===== config.mk =====
export PLATFORM = sky130hd
export DESIGN_NAME = score_keeper
export DESIGN_NICKNAME = d
export VERILOG_FILES = /design/src/rtl/score_keeper.sv
export SDC_FILE = /design/constraint.sdc
export NUM_CORES = 1
export LEC_CHECK = 0
export ABC_AREA = 1
export CAP_MARGIN = 20
export CORE_UTILIZATION = 45
export DETAILED_ROUTE_END_ITERATION = 8
export DONT_BUFFER_PORTS = 1
export PLACE_DENSITY_LB_ADDON = 0.25
export SYNTH_ARGS = -nofsm -noshare
export SYNTH_HDL_FRONTEND = slang
export SYNTH_SLANG_ARGS = --single-unit

===== constraint.sdc =====
create_clock -name clk -period 23 [get_ports clk]
set_input_delay 3.45 -clock clk [delete_from_list [all_inputs] [get_ports clk]]
set_output_delay 3.45 -clock clk [all_outputs]
set_load 0.01 [all_outputs]

===== src/rtl/score_keeper.sv =====
// score_keeper: BCD scoring, lives, fright timer and INIT/PLAY/WIN/LOSE game FSM
module score_keeper #(
  parameter logic [15:0] PELLET_PTS    = 16'h0010,
  parameter logic [15:0] POWER_PTS     = 16'h0050,
  parameter logic [15:0] GHOST_PTS     = 16'h0200,
  parameter int          PELLET_TOTAL  = 240,
  parameter int          LIVES_INIT    = 3,
  parameter logic [31:0] FRIGHT_CYCLES = 32'd500_000_000
) (
  input  logic        clk,
  input  logic        reset,
  input  logic        start,
  input  logic        ack,
  input  logic        pelletEaten,
  input  logic        powerEaten,
  input  logic        ghostHit,
  output logic [15:0] score,
  output logic [1:0]  lives,
  output logic        frightened,
  output logic        respawn,
  output logic        win,
  output logic        lose,
  output logic [1:0]  state
);
  localparam logic [1:0] INIT = 2'b00;
  localparam logic [1:0] PLAY = 2'b01;
  localparam logic [1:0] WIN  = 2'b10;
  localparam logic [1:0] LOSE = 2'b11;
  // at least two bits so a double-eat count of 2 is representable
  localparam int PW = PELLET_TOTAL < 3 ? 2 : $clog2(PELLET_TOTAL + 1);
  localparam logic [PW-1:0] PL_INIT = PW'(PELLET_TOTAL);
  localparam logic [1:0]    LV_INIT = 2'(LIVES_INIT);

  logic [1:0]    state_q, state_d;
  logic [15:0]   score_q, score_d;
  logic [1:0]    lives_q, lives_d;
  logic [PW-1:0] pl_q, pl_d;
  logic [31:0]   timer_q, timer_d;
  logic          respawn_q, respawn_d;

  logic [16:0]   add1, add2, add3;
  logic [15:0]   sc_play;
  logic [1:0]    eaten;
  logic [PW-1:0] pl_play;
  logic [31:0]   tm_play;
  logic [1:0]    lv_hit;
  logic          fr, won, hit;

  // four-digit BCD add; bit 16 is the carry out of the thousands digit
  function automatic logic [16:0] bcd_add(input logic [15:0] a, input logic [15:0] b);
    logic [4:0]  s;
    logic        c;
    logic [15:0] r;
    c = 1'b0;
    r = '0;
    for (int i = 0; i < 4; i++) begin
      s = {1'b0, a[4*i +: 4]} + {1'b0, b[4*i +: 4]} + {4'b0, c};
      c = s > 5'd9;
      s = c ? s + 5'd6 : s;
      r[4*i +: 4] = s[3:0];
    end
    return {c, r};
  endfunction

  // PLAY-cycle datapath: scoring with saturation, pellet floor, timer, hit decode
  always_comb begin
    fr      = timer_q != 32'd0;
    add1    = bcd_add(score_q, pelletEaten ? PELLET_PTS : 16'h0000);
    add2    = bcd_add(add1[15:0], powerEaten ? POWER_PTS : 16'h0000);
    add3    = bcd_add(add2[15:0], (ghostHit && fr) ? GHOST_PTS : 16'h0000);
    sc_play = (add1[16] | add2[16] | add3[16]) ? 16'h9999 : add3[15:0];
    eaten   = {1'b0, pelletEaten} + {1'b0, powerEaten};
    pl_play = pl_q > PW'(eaten) ? pl_q - PW'(eaten) : '0;
    tm_play = powerEaten ? FRIGHT_CYCLES : (fr ? timer_q - 32'd1 : 32'd0);
    won     = pl_play == '0;
    hit     = ghostHit && !fr && !won;
    lv_hit  = lives_q - 2'd1;
  end

  // game FSM and next-state of every register
  always_comb begin
    state_d   = state_q;
    score_d   = score_q;
    lives_d   = lives_q;
    pl_d      = pl_q;
    timer_d   = timer_q;
    respawn_d = 1'b0;
    case (state_q)
      INIT: if (start) begin
        state_d = PLAY;
        score_d = 16'h0000;
        lives_d = LV_INIT;
        pl_d    = PL_INIT;
        timer_d = 32'd0;
      end
      PLAY: begin
        score_d = sc_play;
        pl_d    = pl_play;
        timer_d = tm_play;
        if (won) begin
          state_d = WIN;
          timer_d = 32'd0;
        end else if (hit) begin
          lives_d   = lv_hit;
          timer_d   = 32'd0;
          state_d   = lv_hit == 2'd0 ? LOSE : PLAY;
          respawn_d = lv_hit != 2'd0;
        end
      end
      default: begin
        timer_d = 32'd0;
        state_d = ack ? INIT : state_q;
      end
    endcase
  end

  // state registers with synchronous active-low reset
  always_ff @(posedge clk) begin
    if (!reset) begin
      state_q   <= INIT;
      score_q   <= 16'h0000;
      lives_q   <= LV_INIT;
      pl_q      <= PL_INIT;
      timer_q   <= 32'd0;
      respawn_q <= 1'b0;
    end else begin
      state_q   <= state_d;
      score_q   <= score_d;
      lives_q   <= lives_d;
      pl_q      <= pl_d;
      timer_q   <= timer_d;
      respawn_q <= respawn_d;
    end
  end

  assign score      = score_q;
  assign lives      = lives_q;
  assign frightened = timer_q != 32'd0;
  assign respawn    = respawn_q;
  assign win        = state_q == WIN;
  assign lose       = state_q == LOSE;
  assign state      = state_q;
endmodule


After elaboration in Yosys (flattened, before gate mapping)

Cells that the tools add are included.

Add/subtract/negate cells: 37
Equal/unequal tests: 7
Magnitude comparators: 13
Reduce and logical (&&, ||, !) cells: 16
Bitwise logic cells: 5
Muxes and demuxes: 37

Operator list:

| operator                | count |
|---|---|
| $mux W32                | 5 |
| $pmux W32 S2            | 1 |
| $gt A5 B4 Y1 const B    | 12 |
| $add A4 B3 Y4 const B   | 12 |
| $mux W4                 | 12 |
| $add A5 B1 Y5           | 9 |
| $mux W16                | 2 |
| $pmux W16 S2            | 1 |
| $reduce_bool A32 Y1     | 1 |
| $sub A32 B1 Y32 const B | 1 |
| $add A4 B1 Y5 const B   | 5 |
| $add A4 B4 Y5           | 4 |
| $mux W2                 | 8 |
| $mux W8                 | 2 |
| $pmux W8 S2             | 1 |
| $mux W10                | 1 |
| $gt A8 B2 Y1            | 1 |
| $logic_not A8 Y1        | 1 |
| $pmux W2 S2             | 2 |
| $sub A8 B2 Y8           | 1 |
| $mux W7                 | 1 |
| $ne A2 B2 Y1 const B    | 3 |
| $add A4 B1 Y5           | 1 |
| $add A4 B2 Y5           | 1 |
| other kinds (18)        | 27 |

Flip-flop bits (word level): 61
Bits of input ports: 7
Logic and storage cells: 121

Logic depth before layout (Yosys ltp)

Gate-level depths: netlist of the first run.

Depth after elaboration: 20
Gate-level depth with buffers: 61
Depth with buffers taken out: 61

Worst setup path before layout of the first run

Ideal clock, no wire load.

Path kind: input to register
From: input port pelletEaten
To: register score_q[11], in the netlist score[11]
Cell stages on the path: 50
Data required time: 22.931 ns
Library setup time: 0.069 ns
Arrival time: 9.530 ns
Setup slack: 13.400 ns
Cells stage by stage: inv_1 -> fa_1 -> inv_1 -> ha_1 -> inv_1 -> nand3_1 -> nand3_1 -> nand2_2 -> a21oi_1 -> ha_1 -> xnor2_1 -> ha_1 -> inv_1 -> a21oi_1 -> a31o_2 -> inv_1 -> nand3_1 -> nand2_2 -> (+14 left out) -> fa_1 -> nand3_1 -> nand2_2 -> nand2_2 -> ha_1 -> ha_1 -> inv_1 -> nand3_1 -> nand2_1 -> inv_1 -> ha_1 -> nand2_1 -> nand2_2 -> nor2_4 -> nor2_4 -> nand2_4 -> nand2_4 -> a21oi_2

Word-level cells in the longest chain between the ends: 19
Elaborated cells on any way between the ends: 44

RTL lines:

| element                                       | RTL line | RTL |
|---|---|---|
| start: declaration                            | 14       | `input logic pelletEaten,` |
| $mux W5 *                                     | 68       | `add1 = bcd_add(score_q, pelletEaten ? PELLET_PTS : 16'h0000);` |
| $add A4 B1 Y5 *                               | 57       | `s = {1'b0, a[4*i +: 4]} + {1'b0, b[4*i +: 4]} + {4'b0, c};` |
| $add A5 B1 Y5 *                               | 57       |  |
| $gt A5 B4 Y1 or $add A4 B3 Y4 (tied branches) | 58, 59   |  |
| $add A5 B1 Y5 or $mux W4 (tied branches)      | 57, 59   |  |
| $gt A5 B4 Y1, or another cell as far along    | 58       | `c = s > 5'd9;` |
| $add A5 B1 Y5 or $mux W4 (tied branches)      | 57, 59   |  |
| $add A4 B3 Y4, or another cell as far along   | 59       | `s = c ? s + 5'd6 : s;` |
| (+3 left out)                                 | --       |  |
| $add A4 B3 Y4, or another cell as far along   | 59       |  |
| $mux W4 or $add A5 B1 Y5 (tied branches)      | 59, 57   |  |
| $add A4 B1 Y5 or $gt A5 B4 Y1 (tied branches) | 57, 58   |  |
| $add A5 B1 Y5                                 | 57       |  |
| $gt A5 B4 Y1                                  | 58       |  |
| $or A1 B1 Y1                                  | 71       | `sc_play = (add1[16] \| add2[16] \| add3[16]) ? 16'h9999 : add3[15:0];` |
| $mux W16 *                                    | 71       |  |
| $pmux W16 S2 *                                | 88       | `case (state_q)` |
| end signal: assignment                        | 128      | `score_q <= score_d;` |
| end: declaration                              | 35       | `logic [15:0] score_q, score_d;` |

Every way passes the cells marked *; elsewhere a longest branch is shown, timed or not.
A chain may end at the register's enable or synchronous reset.

Worst setup path after layout of the first run

From: input port pelletEaten
To: register score_q[7], in the netlist score[7]

The elaborated chain is that of the path after synthesis.

==> results of run 1 <==
==> metrics by stage <==
stage               power (W)  setup WS [ns]  cell area (um2)
global route        0.0009953          12.47             5872
CTS                 0.0009035          13.07             5872
global placement    0.0007534          12.94             5565
finish              0.0008983          13.04             5872
detailed placement  0.0007557          12.76             5565
floorplan           0.0006496          13.40             5431
==> synth_stat cells, types with 3 or more instances <==
cell type	count
a21oi_1	52
a21oi_2	9
a22oi_1	4
a31oi_1	3
clkbuf_1	11
dfxtp_1	61
fa_1	4
ha_1	44
inv_1	122
inv_2	6
nand2_1	185
nand2_2	23
nand2_4	6
nand3_1	71
nand3_2	9
nand3b_1	5
nand4_1	12
nor2_1	73
nor2_4	4
nor3_1	9
nor3_2	3
nor4_1	4
o21ai_0	27
o21ai_1	7
o221ai_1	4
xnor2_1	13
xor2_1	15
==> sequential cells by signal, summed over array words and instances, names as in the netlist <==
register and cells:
pl_q 8, timer_q 32, respawn 1, score 16, lives 2, state 2
==> cell usage in the layout, fill, tap and decap left out, types with 3 or more instances in the layout <==
master | synthesis | routed
inv_1 | 122 | 122
nor3_2 | 3 | 3
nand3_1 | 71 | 71
nor2_4 | 4 | 4
ha_1 | 44 | 44
a31oi_1 | 3 | 3
nor3_1 | 9 | 9
nor2_1 | 73 | 72
nand2_2 | 23 | 23
o21ai_0 | 27 | 27
a22oi_1 | 4 | 4
fa_1 | 4 | 4
xnor2_1 | 13 | 13
o21ai_1 | 7 | 7
nand3b_1 | 5 | 5
nand2_4 | 6 | 6
xor2_1 | 15 | 15
a21oi_2 | 9 | 9
inv_2 | 6 | 6
nor4_1 | 4 | 4
nand2_1 | 185 | 185
clkbuf_16 | 0 | 9
o221ai_1 | 4 | 4
dfxtp_1 | 61 | 61
nand4_1 | 12 | 12
a21oi_1 | 52 | 52
nand3_2 | 9 | 9
nor2_2 | 2 | 3
==> layout make-up <==
cell class                      instances  area, um2  area share (%)
Tap cell                              143      178.9           3.047
Clock inverter                          4      73.82           1.257
Clock buffer                           11      232.7           3.963
Sequential cell                        61       1221           20.80
Inverter                              130      488.0           8.310
Timing Repair Buffer                    2      15.01          0.2557
Multi-Input combinational cell        617       3662           62.37
==> path summary, 6_finish.rpt <==
kind / slack [ns] / cells past startpoint / end / startpoint
setup reg to reg: 14.94 / 56 / score[7] / score[1]
hold / removal: 0.49 / 2 / pl_q[1] / pl_q[1]
setup / recovery: 13.04 / 50 / score[7] / pelletEaten
hold reg to reg: 0.49 / 2 / pl_q[1] / pl_q[1]
==> metal layers <==
metal / track usage, % / up-vias / wire [um]
met3: 4.518 / 6 / 615
li1: - / 2674 / -
met2: 29.23 / 77 / 4828
met4: 5.135 / 0 / 89
met1: 27.22 / 2168 / 6259
met5: 0 / - / 0
==> cell families after synthesis <==
group	synth area share, %
DFF	22.48
and+or+nand+nor	37.13
adders and majority gates	11.61
buffers and inverters	10.14
xor gates and xnor gates	5.114
AOI/OAI and AO/OA	13.52
==> power by group through the flow <==
stage                     combinational (W)  clock [W]  sequential (W)
after floorplan                    0.000481          0        0.000169
after global placement             0.000575          0        0.000178
after detailed placement           0.000578          0        0.000178
after CTS                          0.000583   0.000145        0.000176
after global routing               0.000665   0.000149        0.000181
final                              0.000581   0.000141        0.000176
==> worst register-to-register path: cells and delay by family, from the launching register on <==
family                   cells  cell delay [ns]
adder cells (fa/ha/maj)     13             3.27
buffers and inverters       11             0.69
AO/OA/AOI/OAI                6             0.78
flip-flops                   1             0.56
XOR/XNOR                     1             0.31
AND/OR/NAND/NOR             25             2.32
==> metrics.md, run 1 <==
| Metric | Value |
|---|---|
| Final setup vio count | `0` |
| Crit path max-delay family | `adder cells` |
| Top cell type's share of synthesized area | `22.48%` |
| # rows | `39` |
| Diode count | `0` |
| Global Route Usage Sum | `19.27%` |
| Worst path max stage delay | `0.58 ns` |
| Part of the power in the clock network | `15.7%` |
| Setup skew after layout | `0.008537 ns` |
| Initial Util | `46.77%` |
| Critical Path Start Type | `input port` |
| Register area share after synthesis | `22.48%` |
| TritonCTS Buffers | `9` |
| Synthesis-to-layout area growth | `8.109%` |
| Die H | `111.9 um` |
| Final hold violations | `0` |
| Final Non-Filler Cells | `968` |
| CTS tree | `built` |
| Final period utilization | `43.29%` |
| Mapped Cells | `822` |
| Clock transition at path regs | `0.05 ns` |
| Final nets | `876` |
| Die Area | `12510 um2` |
| Max FO, Critical Path | `7` |
| Ports | `31` |
| Count of cell types in the netlist | `52` |
| Routability cong. | `0.8754` |
| Worst-Margin Slew | `1.063 ns` |
| Warnings from Yosys | `0` |
| Worst skew pair latency | `0.33 ns` |
| Per-cell routed wire length | `12.18 um` |
| Buf/Inv on CP | `9` |
| First-pass GRT wire length | `19980 um` |
| Port buffer count | `0` |
| Status | `complete, but fails checks` |
| Yosys reg bits | `61` |
| Final Util | `50.56%` |
| Fraction of layout cells with a size suffix above 1 | `10.91%` |
| CTS Hold Bufs | `0` |
| Max Clk Rate | `0.1004 GHz` |
| Seq pwr share | `19.6%` |
| Total core area | `11610 um2` |
| Final-layout fill cell count | `1180` |
| Number of flops mapped to enable cells by yosys | `0` |
| Slew Limit Fails | `0` |
| Cells after DPL | `953` |
| Initial antenna violation count | `0` |
| Power per cell area | `153.0 nW/um2` |
| Tmin final | `9.957 ns` |
| Routed vias | `4925` |
| Post-Syn Nets | `877` |
| Residual DRC count | `2` |
| Vias per cell | `5.088` |
| Cell taking the most area after synthesis | `dfxtp_1` |
| Die width | `111.9 um` |
| WHS | `0.4894 ns` |
| P_int | `0.0004448 W` |
| Clock sinks | `61` |
| Worst EP required | `23.25 ns` |
| Unrepaired setup endpoints after global routing | `no` |
| Combinational power share | `64.6%` |
| Antenna-violating nets left | `0` |
| Critical Path Sink Type | `flip-flop` |
| Number of global-route vias before repair | `4371` |
| Post-synth top flop | `dfxtp_1` |
| # H-tree levels | `3` |
| Final wirelength | `11790 um` |
| Dpl hpwl | `8814 um` |
| Sw Pwr | `0.0004535 W` |
| WS Path Type | `in2reg` |
| Clock Tree Buf Depth | `2` |
| Mapped cell area | `5431 um2` |
| Final TNS setup | `0 ns` |
| HP Class | `reg2reg` |
| Avg Inst Size Synth | `6.608 um2` |
| Dominant cells by area after synthesis | `dfxtp_1 22%, nand2_1 13%, ha_1 10%` |
| Sw frac | `50.49%` |
| 1st-pass router iterations | `7` |
| Slew HR | `29.02%` |
| Iteration-0 DRC count of the detailed router | `320` |
| Grt total ovfl | `0` |
| Leakage | `2.794 nW` |
| Post_cts resized | `0` |
| Largest net degree at the start of global routing | `56` |
| Post-CTS Setup Bufs | `0` |
| Clk root buf | `clkbuf_16` |
| VDD IR max | `82.67 uV` |
| Failing checks | `DRC` |
| Slowest stage cell, crit path | `fa_1` |
| Ys async rst share | `0%` |
| Max Cap Viol | `0` |
| Worst Path Arrival | `10.20 ns` |
No activity file was read; power rests on OpenSTA's default activity.
==> inputs of run 2 (changes only) <==
clock period = 9.65 ns   (was 23 ns; I/O delays follow)
==> metrics.md, run 2 (synthesis gave the netlist of run 1 again) <==
| Metric | Value |
|---|---|
| Slowest stage cell, crit path | `fa_1 (unchanged)` |
| Per-cell routed wire length | `12.34 um (was 12.18 um)` |
| # rows | `39 (unchanged)` |
| WHS | `0.4869 ns (was 0.4894 ns)` |
| Tmin final | `8.101 ns` |
| Post-DP Area | `5565 um2 (unchanged)` |
| Post-CTS Setup Bufs | `0 (unchanged)` |
| Design area | `5886 um2 (was 5872 um2)` |
| Final Util | `50.68% (was 50.56%)` |
| Clock Tree Buf Depth | `2 (unchanged)` |
| TritonCTS Buffers | `9 (unchanged)` |
| Final nets | `876 (unchanged)` |
| CTS Hold Bufs | `0 (unchanged)` |
| Critical Path Sink Type | `flip-flop (unchanged)` |
| Slew Limit Fails | `0 (unchanged)` |
| Routed vias | `4939 (was 4925)` |
| Largest Register | `timer_q (unchanged)` |
| Leakage | `2.796 nW (was 2.794 nW)` |
| Ports | `31 (unchanged)` |
| Slew HR | `29.44% (was 29.02%)` |
| Most frequent cells in the layout | `185 x nand2_1, 122 x inv_1, 72 x nor2_1 (unchanged)` |
| Iteration-0 DRC count of the detailed router | `278 (was 320)` |
| Die Area | `12510 um2 (unchanged)` |
| Final hold violations | `0 (unchanged)` |
| Sw frac | `50.82% (was 50.49%)` |
| Failing checks | `DRC (unchanged)` |
| Clk root buf | `clkbuf_16 (unchanged)` |
| Power per cell area | `365.5 nW/um2 (was 153.0 nW/um2)` |
| Antenna-violating nets left | `0 (unchanged)` |
| Busiest grt layer | `met2 (unchanged)` |
| Met1 usage | `28.01% (was 27.22%)` |
| Fraction of layout cells with a size suffix above 1 | `11.26% (was 10.91%)` |
| Vias per cell | `5.097 (was 5.088)` |
| Hold Crit Start | `pl_q[0] (was pl_q[1])` |
| Worst Path Arrival | `8.35 ns (was 10.20 ns)` |
| Worst path max stage delay | `0.58 ns (about the same)` |
| Final TNS setup | `0 ns (unchanged)` |
| Grt total ovfl | `0 (unchanged)` |
| Diode count | `0 (unchanged)` |
| Part of the power in the clock network | `15.9% (was 15.7%)` |
| P_int | `0.001058 W (was 0.0004448 W)` |
| Final period utilization | `83.95%` |
| Routability cong. | `0.8746 (was 0.8754)` |
| Worst EP required | `9.90 ns (was 23.25 ns)` |
| Global Route Usage Sum | `19.83% (was 19.27%)` |
| Final-layout fill cell count | `1178 (was 1180)` |
| Critical path origin | `score[1] (was pelletEaten)` |
| Worst skew pair latency | `0.33 ns (about the same)` |
| Most common cell after layout, fill and taps aside | `nand2_1 (unchanged)` |
| Clock sinks | `61 (unchanged)` |
| Final Non-Filler Cells | `969 (was 968)` |
| Post_cts resized | `0 (unchanged)` |
| Clock transition at path regs | `0.06 ns (was 0.05 ns)` |
| WS Path Type | `reg2reg (was in2reg)` |
| Largest net degree at the start of global routing | `56 (unchanged)` |
| Max FFs per register | `32 (unchanged)` |
| Max FO, Critical Path | `7 (unchanged)` |
| Number of global-route vias before repair | `4499 (was 4371)` |
| Seq pwr share | `19.5% (was 19.6%)` |
| Worst-Margin Slew | `1.058 ns (was 1.063 ns)` |
| Initial Util | `46.77% (unchanged)` |
| First-pass GRT wire length | `20700 um (was 19980 um)` |
| CTS tree | `built (unchanged)` |
| Max Clk Rate | `0.1234 GHz` |
| VDD IR max | `213.9 uV (was 82.67 uV)` |
| M3 GR Usage | `3.974% (was 4.518%)` |
| Combinational power share | `64.6% (about the same)` |
| Max Cap Viol | `0 (unchanged)` |
| Cells after DPL | `953 (unchanged)` |
| Die H | `111.9 um (unchanged)` |
| Final setup vio count | `0 (unchanged)` |
| 1st-pass router iterations | `6 (was 7)` |
| Status | `complete, but fails checks (unchanged)` |
| Critical Path Start Type | `flip-flop (was input port)` |
| Residual DRC count | `2 (unchanged)` |
| Sw Pwr | `0.001093 W (was 0.0004535 W)` |
| Worst R2R Start | `score[1] (unchanged)` |
| Final wirelength | `11950 um (was 11790 um)` |
| Met2 global-route usage | `30.60% (was 29.23%)` |
| Dpl hpwl | `8921 um (was 8814 um)` |
| Total core area | `11610 um2 (unchanged)` |
| Die width | `111.9 um (unchanged)` |
| # H-tree levels | `3 (unchanged)` |
| Initial antenna violation count | `0 (unchanged)` |
| Synthesis-to-layout area growth | `8.362% (was 8.109%)` |
| Port buffer count | `0 (unchanged)` |
| Unrepaired setup endpoints after global routing | `no (unchanged)` |
| HP Class | `reg2reg (unchanged)` |
| Setup skew after layout | `0.008299 ns (was 0.008537 ns)` |
==> run 2: worst max-delay path: cells and delay by family (launching register included) <==
family                     cells  cell delay [ns]
adders and majority gates     13             3.27
DFF                            1             0.57
xor gates and xnor gates       1             0.32
buffers and inverters         11             0.74
AOI/OAI and AO/OA              6             0.80
and+or+nand+nor               25             2.32
==> run 2: power groups by stage <==
stage	clock, W	combinational (W)	sequential [W]
global placement	0	0.00137	0.000424
finish	0.000341	0.00139	0.000420
floorplan	0	0.00115	0.000403
detailed placement	0	0.00138	0.000424
CTS	0.000346	0.00140	0.000419
global route	0.000357	0.00160	0.000432
==> run 2: stage by stage <==
stage	setup WS [ns]	power, W
5_1_grt	0.7812	0.002390
6_report	1.549	0.002151
3_5_place_dp	1.393	0.001805
3_3_place_gp	1.596	0.001796
2_1_floorplan	2.053	0.001548
4_1_cts	1.578	0.002161
==> run 2: area by class of cell <==
type                       instances  area [um2]  share of cell area, %
clock buffer                      12       266.5                  4.528
clock inverter                     4       53.80                 0.9141
inverter                         130       488.0                  8.291
multi-input combinational        617        3662                  62.22
sequential                        61        1221                  20.75
tap                              143       178.9                  3.040
timing repair buffer               2       15.01                 0.2551
==> run 2: final timing paths <==
kind	to	slack (ns)	cells after the start
setup / recovery	score[7]	1.55	56
hold / removal	pl_q[0]	0.49	2
setup reg to reg	score[7]	1.55	56
hold reg to reg	pl_q[0]	0.49	2
==> run 2: per-layer routing <==
metal | share of wire, % | up-vias
li1 | - | 2667
met1 | 52 | 2193
met2 | 42 | 71
met3 | 5.6 | 8
met4 | 0.65 | 0
met5 | 0 | -
